[src/rtl/lidar_pkg.sv]
`default_nettype none
// ============================================================================
// lidar_pkg : shared frame constants, command codes and sequencer state type
// Revision  : 1.0
// ============================================================================
package lidar_pkg;

    localparam logic [7:0] HDR0      = 8'h55;
    localparam logic [7:0] HDR1      = 8'hAA;
    localparam logic [7:0] TAIL      = 8'hFA;
    localparam logic [7:0] LEN_BYTE  = 8'h00;
    localparam int         FRAME_LEN = 5;

    localparam logic [7:0] CMD_MEAS  = 8'h01;
    localparam logic [7:0] CMD_RESET = 8'h60;

    typedef enum logic [1:0] {
        IDLE = 2'd0,
        SEND = 2'd1,
        WAIT = 2'd2,
        DONE = 2'd3
    } seq_state_t;

    // Byte at position idx of a frame carrying command byte cmd.
    function automatic logic [7:0] frame_byte(
        input logic [2:0] idx,
        input logic [7:0] cmd,
        input logic [7:0] hdr0,
        input logic [7:0] hdr1,
        input logic [7:0] tail
    );
        logic [7:0] b;
        case (idx)
            3'd0:    b = hdr0;
            3'd1:    b = hdr1;
            3'd2:    b = cmd;
            3'd3:    b = LEN_BYTE;
            default: b = tail;
        endcase
        return b;
    endfunction

endpackage
`default_nettype wire

[src/rtl/lidar_tick_timer.sv]
`default_nettype none
// ============================================================================
// lidar_tick_timer : periodic measurement counter with a single pending flag
// Revision         : 1.0
// ============================================================================
module lidar_tick_timer #(
    parameter int PERIOD_CYCLES = 5_000_000
) (
    input  logic i_Clk,
    input  logic i_Rst,
    input  logic i_fEn,
    input  logic i_fClr,
    output logic o_fPend
);

    localparam int CW = (PERIOD_CYCLES > 2) ? $clog2(PERIOD_CYCLES) : 1;

    logic [CW-1:0] count;
    logic          pend;
    logic          wrap;

    assign wrap    = (count == CW'(PERIOD_CYCLES - 1));
    assign o_fPend = pend;

    // A fresh tick wins over a same-cycle clear so no period is ever lost.
    always_ff @(posedge i_Clk or negedge i_Rst) begin
        if (!i_Rst) begin
            count <= '0;
            pend  <= 1'b0;
        end else if (!i_fEn) begin
            count <= '0;
            pend  <= 1'b0;
        end else begin
            count <= wrap ? '0 : count + CW'(1);
            if (wrap)
                pend <= 1'b1;
            else if (i_fClr)
                pend <= 1'b0;
        end
    end

endmodule
`default_nettype wire

[src/rtl/lidar_cmd_sequencer.sv]
`default_nettype none
// ============================================================================
// lidar_cmd_sequencer : arbitrates host/auto commands and streams 5-byte
//                       frames onto a byte-wide UART transmitter
// Revision            : 1.0
// ============================================================================
module lidar_cmd_sequencer #(
    parameter int         CLK_FREQ      = 50_000_000,
    parameter int         PERIOD_CYCLES = CLK_FREQ / 10,
    parameter logic [7:0] MEAS_CMD      = lidar_pkg::CMD_MEAS,
    parameter logic [7:0] HDR0          = lidar_pkg::HDR0,
    parameter logic [7:0] HDR1          = lidar_pkg::HDR1,
    parameter logic [7:0] TAIL          = lidar_pkg::TAIL
) (
    input  logic       i_Clk,
    input  logic       i_Rst,
    input  logic       i_fReq,
    input  logic [7:0] i_Cmd,
    input  logic       i_fAutoEn,
    output logic       o_fReady,
    output logic       o_fBusy,
    output logic       o_fCmdDone,
    output logic       o_fAutoSrc,
    output logic       o_fTx,
    output logic [7:0] o_TxData,
    input  logic       i_fTxReady,
    input  logic       i_fTxDone
);

    import lidar_pkg::*;

    seq_state_t state, state_nx;
    logic [2:0] idx, idx_nx;
    logic [7:0] cmd_reg, cmd_nx;
    logic       auto_src, auto_src_nx;
    logic [7:0] data_reg;
    logic [7:0] cur_byte;
    logic       pend;
    logic       clr_pend;
    logic       fire;

    lidar_tick_timer #(
        .PERIOD_CYCLES (PERIOD_CYCLES)
    ) u_tick_timer (
        .i_Clk   (i_Clk),
        .i_Rst   (i_Rst),
        .i_fEn   (i_fAutoEn),
        .i_fClr  (clr_pend),
        .o_fPend (pend)
    );

    assign cur_byte = frame_byte(idx, cmd_reg, HDR0, HDR1, TAIL);

    always_ff @(posedge i_Clk or negedge i_Rst) begin
        if (!i_Rst) begin
            state    <= IDLE;
            idx      <= 3'd0;
            cmd_reg  <= 8'h00;
            auto_src <= 1'b0;
            data_reg <= 8'h00;
        end else begin
            state    <= state_nx;
            idx      <= idx_nx;
            cmd_reg  <= cmd_nx;
            auto_src <= auto_src_nx;
            if (fire)
                data_reg <= cur_byte;
        end
    end

    always_comb begin
        state_nx    = state;
        idx_nx      = idx;
        cmd_nx      = cmd_reg;
        auto_src_nx = auto_src;
        clr_pend    = 1'b0;
        fire        = 1'b0;
        case (state)
            IDLE: begin
                // Host wins; a pending auto tick survives and runs next.
                if (i_fReq) begin
                    cmd_nx      = i_Cmd;
                    auto_src_nx = 1'b0;
                    state_nx    = SEND;
                end else if (pend) begin
                    cmd_nx      = MEAS_CMD;
                    auto_src_nx = 1'b1;
                    clr_pend    = 1'b1;
                    state_nx    = SEND;
                end
            end
            SEND: begin
                if (i_fTxReady) begin
                    fire     = 1'b1;
                    state_nx = WAIT;
                end
            end
            WAIT: begin
                if (i_fTxDone) begin
                    if (idx == 3'(FRAME_LEN - 1)) begin
                        idx_nx   = 3'd0;
                        state_nx = DONE;
                    end else begin
                        idx_nx   = idx + 3'd1;
                        state_nx = SEND;
                    end
                end
            end
            DONE: begin
                state_nx = IDLE;
            end
            default: begin
                state_nx = IDLE;
            end
        endcase
    end

    // The start pulse is combinational so a released stall fires the same cycle.
    assign o_fTx      = fire;
    assign o_TxData   = fire ? cur_byte : data_reg;
    assign o_fCmdDone = (state == DONE);
    assign o_fBusy    = (state != IDLE);
    assign o_fReady   = (state == IDLE) && !pend;
    assign o_fAutoSrc = auto_src;

endmodule
`default_nettype wire

[config.mk]
export PLATFORM = sky130hd
export DESIGN_NAME = lidar_cmd_sequencer
export DESIGN_NICKNAME = d
export VERILOG_FILES = /design/src/rtl/lidar_pkg.sv /design/src/rtl/lidar_tick_timer.sv /design/src/rtl/lidar_cmd_sequencer.sv
export SDC_FILE = /design/constraint.sdc
export NUM_CORES = 1
export LEC_CHECK = 0
export ABC_CLOCK_PERIOD_IN_PS = 4200
export BUFFER_PORTS_ARGS = -buffer_cell sky130_fd_sc_hd__buf_2
export CAP_MARGIN = 20
export CORE_MARGIN = 2
export CORE_UTILIZATION = 30
export CTS_CLUSTER_DIAMETER = 60
export DETAILED_ROUTE_END_ITERATION = 10
export PLACE_DENSITY = 0.47
export SLEW_MARGIN = 20
export SYNTH_ARGS = -nofsm -noshare
export SYNTH_HDL_FRONTEND = slang
export SYNTH_SLANG_ARGS = --single-unit
[constraint.sdc]
create_clock -name i_Clk -period 4.2 [get_ports i_Clk]
set_input_delay 0.21 -clock i_Clk [delete_from_list [all_inputs] [get_ports i_Clk]]
set_output_delay 0.21 -clock i_Clk [all_outputs]
set_load 0.01 [all_outputs]
==> results of run 1 <==
-- power groups by stage --
stage	Sequential, mW	Combinational, mW	Clock, mW
global route	0.614	0.459	0.375
detailed placement	0.608	0.408	0
floorplan	0.592	0.278	0
finish	0.599	0.400	0.340
global placement	0.608	0.406	0
CTS	0.600	0.409	0.351
-- Yosys cell counts, types with 2 or more instances --
master,count
or3_1,6
buf_2,3
nor4b_1,2
nand2_1,19
a22o_1,7
nand3_1,10
nor4_1,3
o21ai_0,11
and4_1,2
xnor2_1,8
nor3_1,6
and2_1,3
nor2_1,24
ha_1,6
o21a_1,2
dfrtp_1,46
xor2_1,4
a21o_1,2
a221oi_1,2
or4_1,3
nand4_1,5
nor3b_1,2
inv_1,13
clkbuf_1,2
o31ai_1,4
a21oi_1,19
-- worst reg2reg max path, stage by stage (launching register included) --
cell and delay, ns:
dfrtp_1 0.41, ha_1 0.26, nand4_2 0.15, or4_1 0.68, or4_1 0.45, a21oi_1 0.15
-- cells by family after synthesis --
group                    after synthesis  synth area share
AND/OR/NAND/NOR                       92            0.2163
AO/OA/AOI/OAI                         50            0.1404
flip-flops                            46            0.5209
buffers and inverters                 19           0.03568
XOR/XNOR                              12           0.04756
adder cells (fa/ha/maj)                6           0.03397
multiplexers                           1          0.005096
-- area by class of cell --
class	instances	area share
clock inverters	3	0.01749
clock buffers	5	0.02672
well taps	99	0.04811
multi-input cells	161	0.3834
repair buffers	28	0.05831
inverters	13	0.01895
flip-flops and latches	46	0.4470
-- through the flow --
stage          cell area [sq um]  hold slack (ns)  utilization  setup slack, ns  power (mW)
6_report                    2575           0.1166       0.3588            1.882       1.340
5_1_grt                     2575           0.1037       0.3588            1.660       1.448
4_1_cts                     2562           0.1110       0.3571            1.802       1.360
3_5_place_dp                2449           0.4393       0.3412            2.045       1.016
3_3_place_gp                2449           0.4388       0.3412            2.085       1.013
2_1_floorplan               2210         -0.08559            -            2.208      0.8696
-- routing by layer --
layer  up-vias  track usage
li1        866            -
met1       825       0.1693
met2        30       0.2001
met3         2      0.04275
met4         0      0.03077
met5         -            0
-- what timing repair did --
item | 4_1_cts | 5_1_grt
hold buffers | 0 | 1
setup endpoints to repair | 0 | 0
endpoints found under the hold margin | 0 | 46
-- worst max-delay path by stage --
stage / to / cells after the start / slack [ns]
6_report: o_TxData[5] / 6 / 1.88
5_1_grt: o_TxData[3] / 6 / 1.66
4_1_cts: o_TxData[5] / 6 / 1.80
3_5_place_dp: u_tick_timer.count[22] / 5 / 2.05
3_3_place_gp: u_tick_timer.count[22] / 5 / 2.08
2_1_floorplan: u_tick_timer.count[22] / 6 / 2.21
==> results.cfg, run 1 <==
[final_layout]
multiInputGateArea_sq_um = 987.2
final_nets = 275
layout_commonest_cell = dfrtp_1
register_area_sq_mm = 0.001151
areaGrowthSynthToFinish_pct = 16.53
final_cell_mix = dfrtp_1 (46), buf_2 (25), nor2_1 (24)
n_antenna_cell = 0
largest_reg_flops = 23
layout-drive-gt1-share = 0.1563
n_fill_cell = 742
layoutNonFillerInstCount = 355

[drt]
via_per_inst = 4.854
num_vias = 1723
antenna_left = 0
drc = 0
top_layer_used = met4
firstDrtPassIters = 4
wl_met3_um = 191
wl_met2_mm = 2.222
m1WireLength_mm = 2.365
drtIter0Drc = 80
routedWlPerCell_um = 13.54
routed_wirelength_mm = 4.806

[setup_path]
crit_start = idx[0]
cp_slowest_cell = a221oi_1
worst-path-buf-inv = 2
worst_r2r_endpoint = u_tick_timer.count[22]
worstPathCellList = inv_1 > ha_1 > o21ai_0 > a221oi_1 > a21oi_1 > buf_2
cp.required_ns = 3.99
critPathMaxStageDelay_ns = 0.59
cp_data_arrival_time_ns = 2.11
r2r_cells = 5
crit_family = compound AO/OA/AOI/OAI gates
worstSetupEndpointType = primary output
worstSetupPathType = flip-flop to primary output
start_kind = flip-flop
r2r-start = u_tick_timer.count[0]
reg2reg_slack_ns = 2.03
path_max_fanout = 5

[logic_synthesis]
syn_nets = 246
synth-seq-cells = 46
synth_cell_type_count = 38
synth_area_leaders = dfrtp_1 (52%), a21oi_1 (4.3%), nor2_1 (4.1%)
netlist.area_leader.share = 0.5210
yosys_warnings = 0
async_flop_share = 1.000
syn_area_per_cell_sq_um = 9.777
netlist_instances = 226
synth-main-ff-cell = dfrtp_1
synth_edf_count = 0
synth_largest_area_cell = dfrtp_1
seq_area_frac_synth = 0.5210
synth_area_sq_mm = 0.002210

[place]
io_buffers = 26
gp_congestion = 0.7422
hpwlAfterDp_mm = 3.377
dp_cells = 346

[pwr]
ir_drop_mv = 0.1176
power.share.clock = 0.254
power_frac_seq = 0.447
power_density_mw_per_mm2 = 520.2
p_sw_mw = 0.4573
p_leak_nw = 1.099
swShare = 0.3414
p_comb_frac = 0.299
p_int_mw = 0.8823

[die]
die_w_um = 89.82
start_util = 0.3079
die_area_sq_mm = 0.008068
io_pins = 27
die-height_um = 89.82
design.core.area_sq_mm = 0.007176
rows = 31

[sta]
min_period_over_period = 0.5518
slew_headroom = 0.5701
final-setup-viol-count = 0
clock_skew_ns = 0.008466
final.min_clock_period_ns = 2.318
hold_viol = 0
maxSlewViolCount = 0
setup-tns-final_ns = 0
worst_pin_slew_ns = 0.6449
max_freq_mhz = 431.5
rsz0062_at_grt = false

[global_route]
grt_max_degree = 47
grt_first_pass_wirelength_mm = 8.328
track_usage = 0.1269
grt-ovfl-total = 0
grt_pass1_vias = 1671
grt_antenna_before_repair = 0

[clock_tree]
cts_setup_buffers = 0
cts_root_buffer = clkbuf_8
clk_pin_slew_ns = 0.10
h-tree-depth = 2
clockBufferDepth = 2
cts_made_buffers = 5
insertion_delay_ns = 0.31
cts_tree = built
cts_sinks = 46
cts.repair.resized = 0

[hold_path]
hold_class = primary input to flip-flop
hold_depth = 2
hold_path_end = cmd_reg[5]
min_from = i_Cmd[5]

[flow_run]
max_cap_violations = 0

[run_status]
outcome = finished, final reports clean
Note: power is estimated with default switching activity, not from simulation.
==> run 2: changes to the inputs <==
--- a/config.mk
+++ b/config.mk
@@ -5,14 +5,14 @@
 export SDC_FILE = /design/constraint.sdc
 export NUM_CORES = 1
 export LEC_CHECK = 0
-export ABC_CLOCK_PERIOD_IN_PS = 4200
+export ABC_CLOCK_PERIOD_IN_PS = 1900
 export BUFFER_PORTS_ARGS = -buffer_cell sky130_fd_sc_hd__buf_2
 export CAP_MARGIN = 20
 export CORE_MARGIN = 2
 export CORE_UTILIZATION = 30
 export CTS_CLUSTER_DIAMETER = 60
 export DETAILED_ROUTE_END_ITERATION = 10
-export PLACE_DENSITY = 0.47
+export PLACE_DENSITY = 0.48
 export SLEW_MARGIN = 20
 export SYNTH_ARGS = -nofsm -noshare
 export SYNTH_HDL_FRONTEND = slang
==> constraint.sdc (replaced) <==
create_clock -name i_Clk -period 1.9 [get_ports i_Clk]
set_input_delay 0.095 -clock i_Clk [delete_from_list [all_inputs] [get_ports i_Clk]]
set_output_delay 0.095 -clock i_Clk [all_outputs]
set_load 0.01 [all_outputs]
==> run 2 against run 1 <==
Sequential power grew 120%. Critical path type is now flip-flop to flip-flop. Utilization grew 4.1 points. Clock skew down 0.0020 ns. Hold slack got worse by 0.10 ns. Global-route usage up 1.0 points. Largest power group unchanged. Critical path depth decreased by 1. Final area rose by 11%. Clock power up 82%. Register-to-register slack got worse by 2.0 ns. Sequential share of layout area down 4.4 points. Clock-buffer cell count up 1. Final cell count increased by 7.3%.
==> results.cfg, run 2 (synthesis results as in run 1) <==
[sta]
final.min_clock_period_ns = 1.863
clock_skew_ns = 0.006476
maxSlewViolCount = 0
hold_viol = 0
slew_headroom = 0.6096
max_freq_mhz = 536.9
min_period_over_period = 0.9803
worst_pin_slew_ns = 0.5856
rsz0062_at_grt = true
setup_ws_ns = 0.03734
final-setup-viol-count = 0

[setup_path]
worstPathCellList = ha_4 > nand4_2 > or4_4 > or4_4 > a21oi_2
worstSetupPathType = flip-flop to flip-flop
path_max_fanout = 7
start_kind = flip-flop
cp.required_ns = 2.14
cp_data_arrival_time_ns = 2.11
worst_r2r_endpoint = u_tick_timer.count[22]
critPathMaxStageDelay_ns = 0.57
r2r_cells = 5
cp_slowest_cell = or4_4
crit_top_cell = or4_4
reg2reg_slack_ns = 0.04
worstSetupEndpointType = flip-flop
r2r-start = u_tick_timer.count[1]

[pwr]
ir_drop_mv = 0.2667
p_comb_frac = 0.376
power_density_mw_per_mm2 = 1090
p_sw_mw = 1.123
power_frac_seq = 0.426
power.share.clock = 0.198
power_mw = 3.127
swShare = 0.3593
p_int_mw = 2.003
p_leak_nw = 1.247

[clock_tree]
clockBufferDepth = 2
clk_pin_slew_ns = 0.09
h-tree-depth = 2
cts_sinks = 46
cts_root_buffer = clkbuf_8
cts_tree = built
cts_made_buffers = 5
insertion_delay_ns = 0.31

[global_route]
grt-ovfl-total = 0
grt_first_pass_wirelength_mm = 9.011
grt_antenna_before_repair = 0
grt_pass1_vias = 1872
track_usage = 0.1369
grt_max_degree = 47

[run_status]
outcome = finished, final reports clean

[drt]
antenna_left = 0
routed_wirelength_mm = 5.108
drtIter0Drc = 96
firstDrtPassIters = 4
via_per_inst = 4.848
num_vias = 1847
drc = 0
routedWlPerCell_um = 13.41

[final_layout]
n_fill_cell = 717
layout-drive-gt1-share = 0.3121
final_nets = 301
areaGrowthSynthToFinish_pct = 29.78
n_antenna_cell = 0
layout_commonest_cell = dfrtp_1
final_cell_mix = dfrtp_1 (43), buf_4 (26), buf_2 (25)
largest_reg_flops = 23

[place]
io_buffers = 26
pre_cts_slack_ns = -0.02226
gp_congestion = 0.7563
hpwlAfterDp_mm = 3.675

[die]
die-height_um = 89.82
die_area_sq_mm = 0.008068
die_w_um = 89.82
design.core.area_sq_mm = 0.007176
start_util = 0.3079
io_pins = 27
rows = 31

[flow_run]
max_cap_violations = 0

[hold_path]
hold_depth = 2
hold_path_end = cmd_reg[7]
hold_class = primary input to flip-flop
min_from = i_Cmd[7]
-- run 2: changes by cell type in the layout (fill, tap and decap cells not counted), sizes merged --
cell,before,now
buf,27,53
bufinv,1,0
clkbuf,5,6
clkinv,0,2
clkinvlp,2,0
-- run 2: how the worst max path moves through the flow --
stage	from	end	slack, ns
after global placement	u_tick_timer.count[1]	u_tick_timer.count[22]	0.0001
final	u_tick_timer.count[1]	u_tick_timer.count[22]	0.04
after floorplan	u_tick_timer.count[0]	u_tick_timer.count[22]	-0.04
after CTS	u_tick_timer.count[1]	u_tick_timer.count[5]	0.004
after global routing	u_tick_timer.count[1]	u_tick_timer.count[22]	-0.05
after detailed placement	u_tick_timer.count[1]	u_tick_timer.count[22]	-0.02
-- run 2: through the flow --
stage | hold WS, ns | area (sq um) | TNS, ns | cells | utilization
4_1_cts | 0.006438 | 2781 | 0 | 378 | 0.3876
2_1_floorplan | -0.2006 | 2222 | -0.04352 | 226 | -
6_report | 0.01550 | 2868 | 0 | 381 | 0.3997
3_5_place_dp | 0.2342 | 2626 | -0.02226 | 368 | 0.3660
5_1_grt | 0.007943 | 2868 | -0.07463 | 381 | 0.3997
3_3_place_gp | 0.2302 | 2626 | 0 | 368 | 0.3660
-- run 2: timing repair --
action | 4_1_cts | 5_1_grt
endpoints found under the hold margin | 46 | 0
setup buffers | 1 | 3
pin swaps | 1 | 4
endpoints found under the setup margin | 7 | 25
gates resized for setup | 12 | 20
hold buffers | 1 | 0
-- run 2: critical path, delay by kind of cell, from the launching register on --
kind                     cells  cell delay, ns
flip-flops                   1            0.40
AO/OA/AOI/OAI                1            0.14
AND/OR/NAND/NOR              3            1.11
adder cells (fa/ha/maj)      1            0.15
-- run 2: layout make-up --
cell class	instances	area, sq um	share of cell area
Timing Repair Buffer	54	352.8	0.1230
Multi-Input combinational cell	161	1099	0.3831
Tap cell	99	123.9	0.04319
Inverter	13	51.30	0.01789
Clock buffer	6	72.57	0.02531
Sequential cell	46	1155	0.4027
Clock inverter	2	13.76	0.004799
-- run 2: power by group through the flow --
stage	registers, mW	clock network [mW]	logic [mW]
global placement	1.34	0	0.931
CTS	1.33	0.636	1.06
global route	1.37	0.676	1.31
floorplan	1.31	0	0.615
finish	1.33	0.618	1.18
detailed placement	1.35	0	0.943
-- run 2: routing by layer --
metal	GRT usage	wire length, um
met1	0.1788	2439
met2	0.2254	2371
met5	0	0
met3	0.02934	202
met4	0.04872	95
==> run 3: changes to the inputs <==
--- a/config.mk
+++ b/config.mk
@@ -5,14 +5,14 @@
 export SDC_FILE = /design/constraint.sdc
 export NUM_CORES = 1
 export LEC_CHECK = 0
-export ABC_CLOCK_PERIOD_IN_PS = 1900
+export ABC_CLOCK_PERIOD_IN_PS = 2100
 export BUFFER_PORTS_ARGS = -buffer_cell sky130_fd_sc_hd__buf_2
 export CAP_MARGIN = 20
 export CORE_MARGIN = 2
 export CORE_UTILIZATION = 30
 export CTS_CLUSTER_DIAMETER = 60
 export DETAILED_ROUTE_END_ITERATION = 10
-export PLACE_DENSITY = 0.48
+export PLACE_DENSITY = 0.47
 export SLEW_MARGIN = 20
 export SYNTH_ARGS = -nofsm -noshare
 export SYNTH_HDL_FRONTEND = slang
==> constraint.sdc (replaced) <==
create_clock -name i_Clk -period 2.1 [get_ports i_Clk]
set_input_delay 0.105 -clock i_Clk [delete_from_list [all_inputs] [get_ports i_Clk]]
set_output_delay 0.105 -clock i_Clk [all_outputs]
set_load 0.01 [all_outputs]
==> run 3 against run 2 <==
Clock power is 6.1% higher. Via count decreased by 5.3%. Hold slack improved by 0.0070 ns. Final area shrank 7.2%. Final cell count down 4.2%. Die area is the same. First-iteration DRC count fell by 60%. Sequential share of layout area is 3.0 points higher. Clock skew about the same. Flip-flop and latch count unchanged. Non-clock buffer count shrank 16. Routed wire length is 4.1% lower.
==> results.cfg, run 3 (synthesis results as in run 1) <==
[final_layout]
fin_util = 0.3709
layout_commonest_cell = dfrtp_1
layoutNonFillerInstCount = 365
largest_reg_flops = 23
layout-drive-gt1-share = 0.2030
final_cell_area_sq_mm = 0.002661
n_fill_cell = 734
n_antenna_cell = 0
areaGrowthSynthToFinish_pct = 20.44
final_cell_mix = dfrtp_1 (46), buf_2 (26), nor2_1 (24)
final_nets = 285

[setup_path]
worstSetupPathType = flip-flop to primary output
start_kind = flip-flop
cp.required_ns = 2.00
reg2reg_slack_ns = 0.19
crit_start = idx[0]
endpoint = o_TxData[7]
worst_r2r_endpoint = u_tick_timer.count[19]
r2r_cells = 4
path_max_fanout = 5
r2r-start = u_tick_timer.count[6]
cp_data_arrival_time_ns = 1.86
worstSetupEndpointType = primary output

[die]
die_w_um = 89.82
start_util = 0.3079
io_pins = 27
rows = 31
die-height_um = 89.82
die_area_sq_mm = 0.008068
design.core.area_sq_mm = 0.007176

[sta]
rsz0062_at_grt = true
hold_viol = 0
slew_headroom = 0.6004
worst_hold_slack_ns = 0.02250
maxSlewViolCount = 0
worst_pin_slew_ns = 0.5953
max_freq_mhz = 508.5
final-setup-viol-count = 0
setup-tns-final_ns = 0
final.min_clock_period_ns = 1.966
setup_ws_ns = 0.1336
clock_skew_ns = 0.006539
min_period_over_period = 0.9364

[clock_tree]
cts_tree = built
clockBufferDepth = 2
cts_root_buffer = clkbuf_8
cts_setup_buffers = 0
clk_pin_slew_ns = 0.09
h-tree-depth = 2
cts_made_buffers = 5
insertion_delay_ns = 0.30
cts_sinks = 46

[hold_path]
hold_class = primary input to flip-flop
hold_depth = 2

[global_route]
grt_antenna_before_repair = 0
grt-ovfl-total = 0
grt_first_pass_wirelength_mm = 8.687
track_usage = 0.1326
grt_max_degree = 25
grt_pass1_vias = 1814

[place]
dp_cells = 356
gp_congestion = 0.7797
pre_cts_slack_ns = 0.07595
placed_area_sq_mm = 0.002524
io_buffers = 26
hpwlAfterDp_mm = 3.596

[drt]
num_vias = 1749
via_per_inst = 4.792
drtIter0Drc = 38
routed_wirelength_mm = 4.899
antenna_left = 0
firstDrtPassIters = 4
routedWlPerCell_um = 13.42
drc = 0

[pwr]
power_mw = 2.709
ir_drop_mv = 0.2774
p_leak_nw = 1.149
power_density_mw_per_mm2 = 1018

[flow_run]
max_cap_violations = 0

[run_status]
outcome = finished, final reports clean
==> run 3: cell types whose count changed in the layout (fill, tap and decap cells not counted), sizes merged <==
cell,previous run,this run
clkinv,2,0
clkinvlp,0,1
buf,53,37
bufinv,0,1
==> run 3: layout make-up <==
| type | count | area, sq um | area share |
|---|---|---|---|
| Sequential cell | 46 | 1151 | 0.4325 |
| Multi-Input combinational cell | 161 | 1005 | 0.3775 |
| Timing Repair Buffer | 38 | 222.7 | 0.08369 |
| Tap cell | 99 | 123.9 | 0.04654 |
| Clock buffer | 6 | 72.57 | 0.02727 |
| Inverter | 13 | 48.80 | 0.01834 |
| Clock inverter | 2 | 37.54 | 0.01410 |
==> run 3: repair_timing <==
item                       4_1_cts  5_1_grt
resized for setup                0        5
hold buffers                     1        0
hold endpoints to repair        46        0
setup endpoints to repair        0        7
==> run 3: worst max-delay path, stage by stage, from the launching register on <==
cell	delay [ns]
dfrtp_1	0.43
inv_1	0.11
ha_2	0.23
o21ai_0	0.08
a221oi_1	0.28
buf_4	0.19
a21oi_1	0.08
buf_2	0.15
==> run 3: where the power goes <==
group / internal, mW / total (mW) / leakage (nW) / switching [mW]
Sequential: 1.08 / 1.20 / 0.595 / 0.122
Combinational: 0.360 / 0.854 / 0.502 / 0.493
Clock: 0.355 / 0.656 / 0.0514 / 0.301
Total: 1.79 / 2.71 / 1.15 / 0.917
==> run 3: how the worst min path moves through the flow <==
stage / slack, ns / from / endpoint
finish: 0.02 / i_Cmd[3] / cmd_reg[3]
global route: 0.01 / i_Cmd[5] / cmd_reg[5]
CTS: 0.01 / i_Cmd[3] / cmd_reg[3]
detailed placement: -0.09 / i_Rst / data_reg[0]
global placement: -0.09 / i_Rst / data_reg[0]
floorplan: -0.19 / i_Rst / cmd_reg[0]
==> run 3: routing by layer <==
layer	vias up	part of all wire	track usage
met5	-	0	0
met4	0	0.019	0.05128
met3	9	0.038	0.03185
met2	28	0.46	0.2197
met1	830	0.48	0.1682
li1	882	-	-
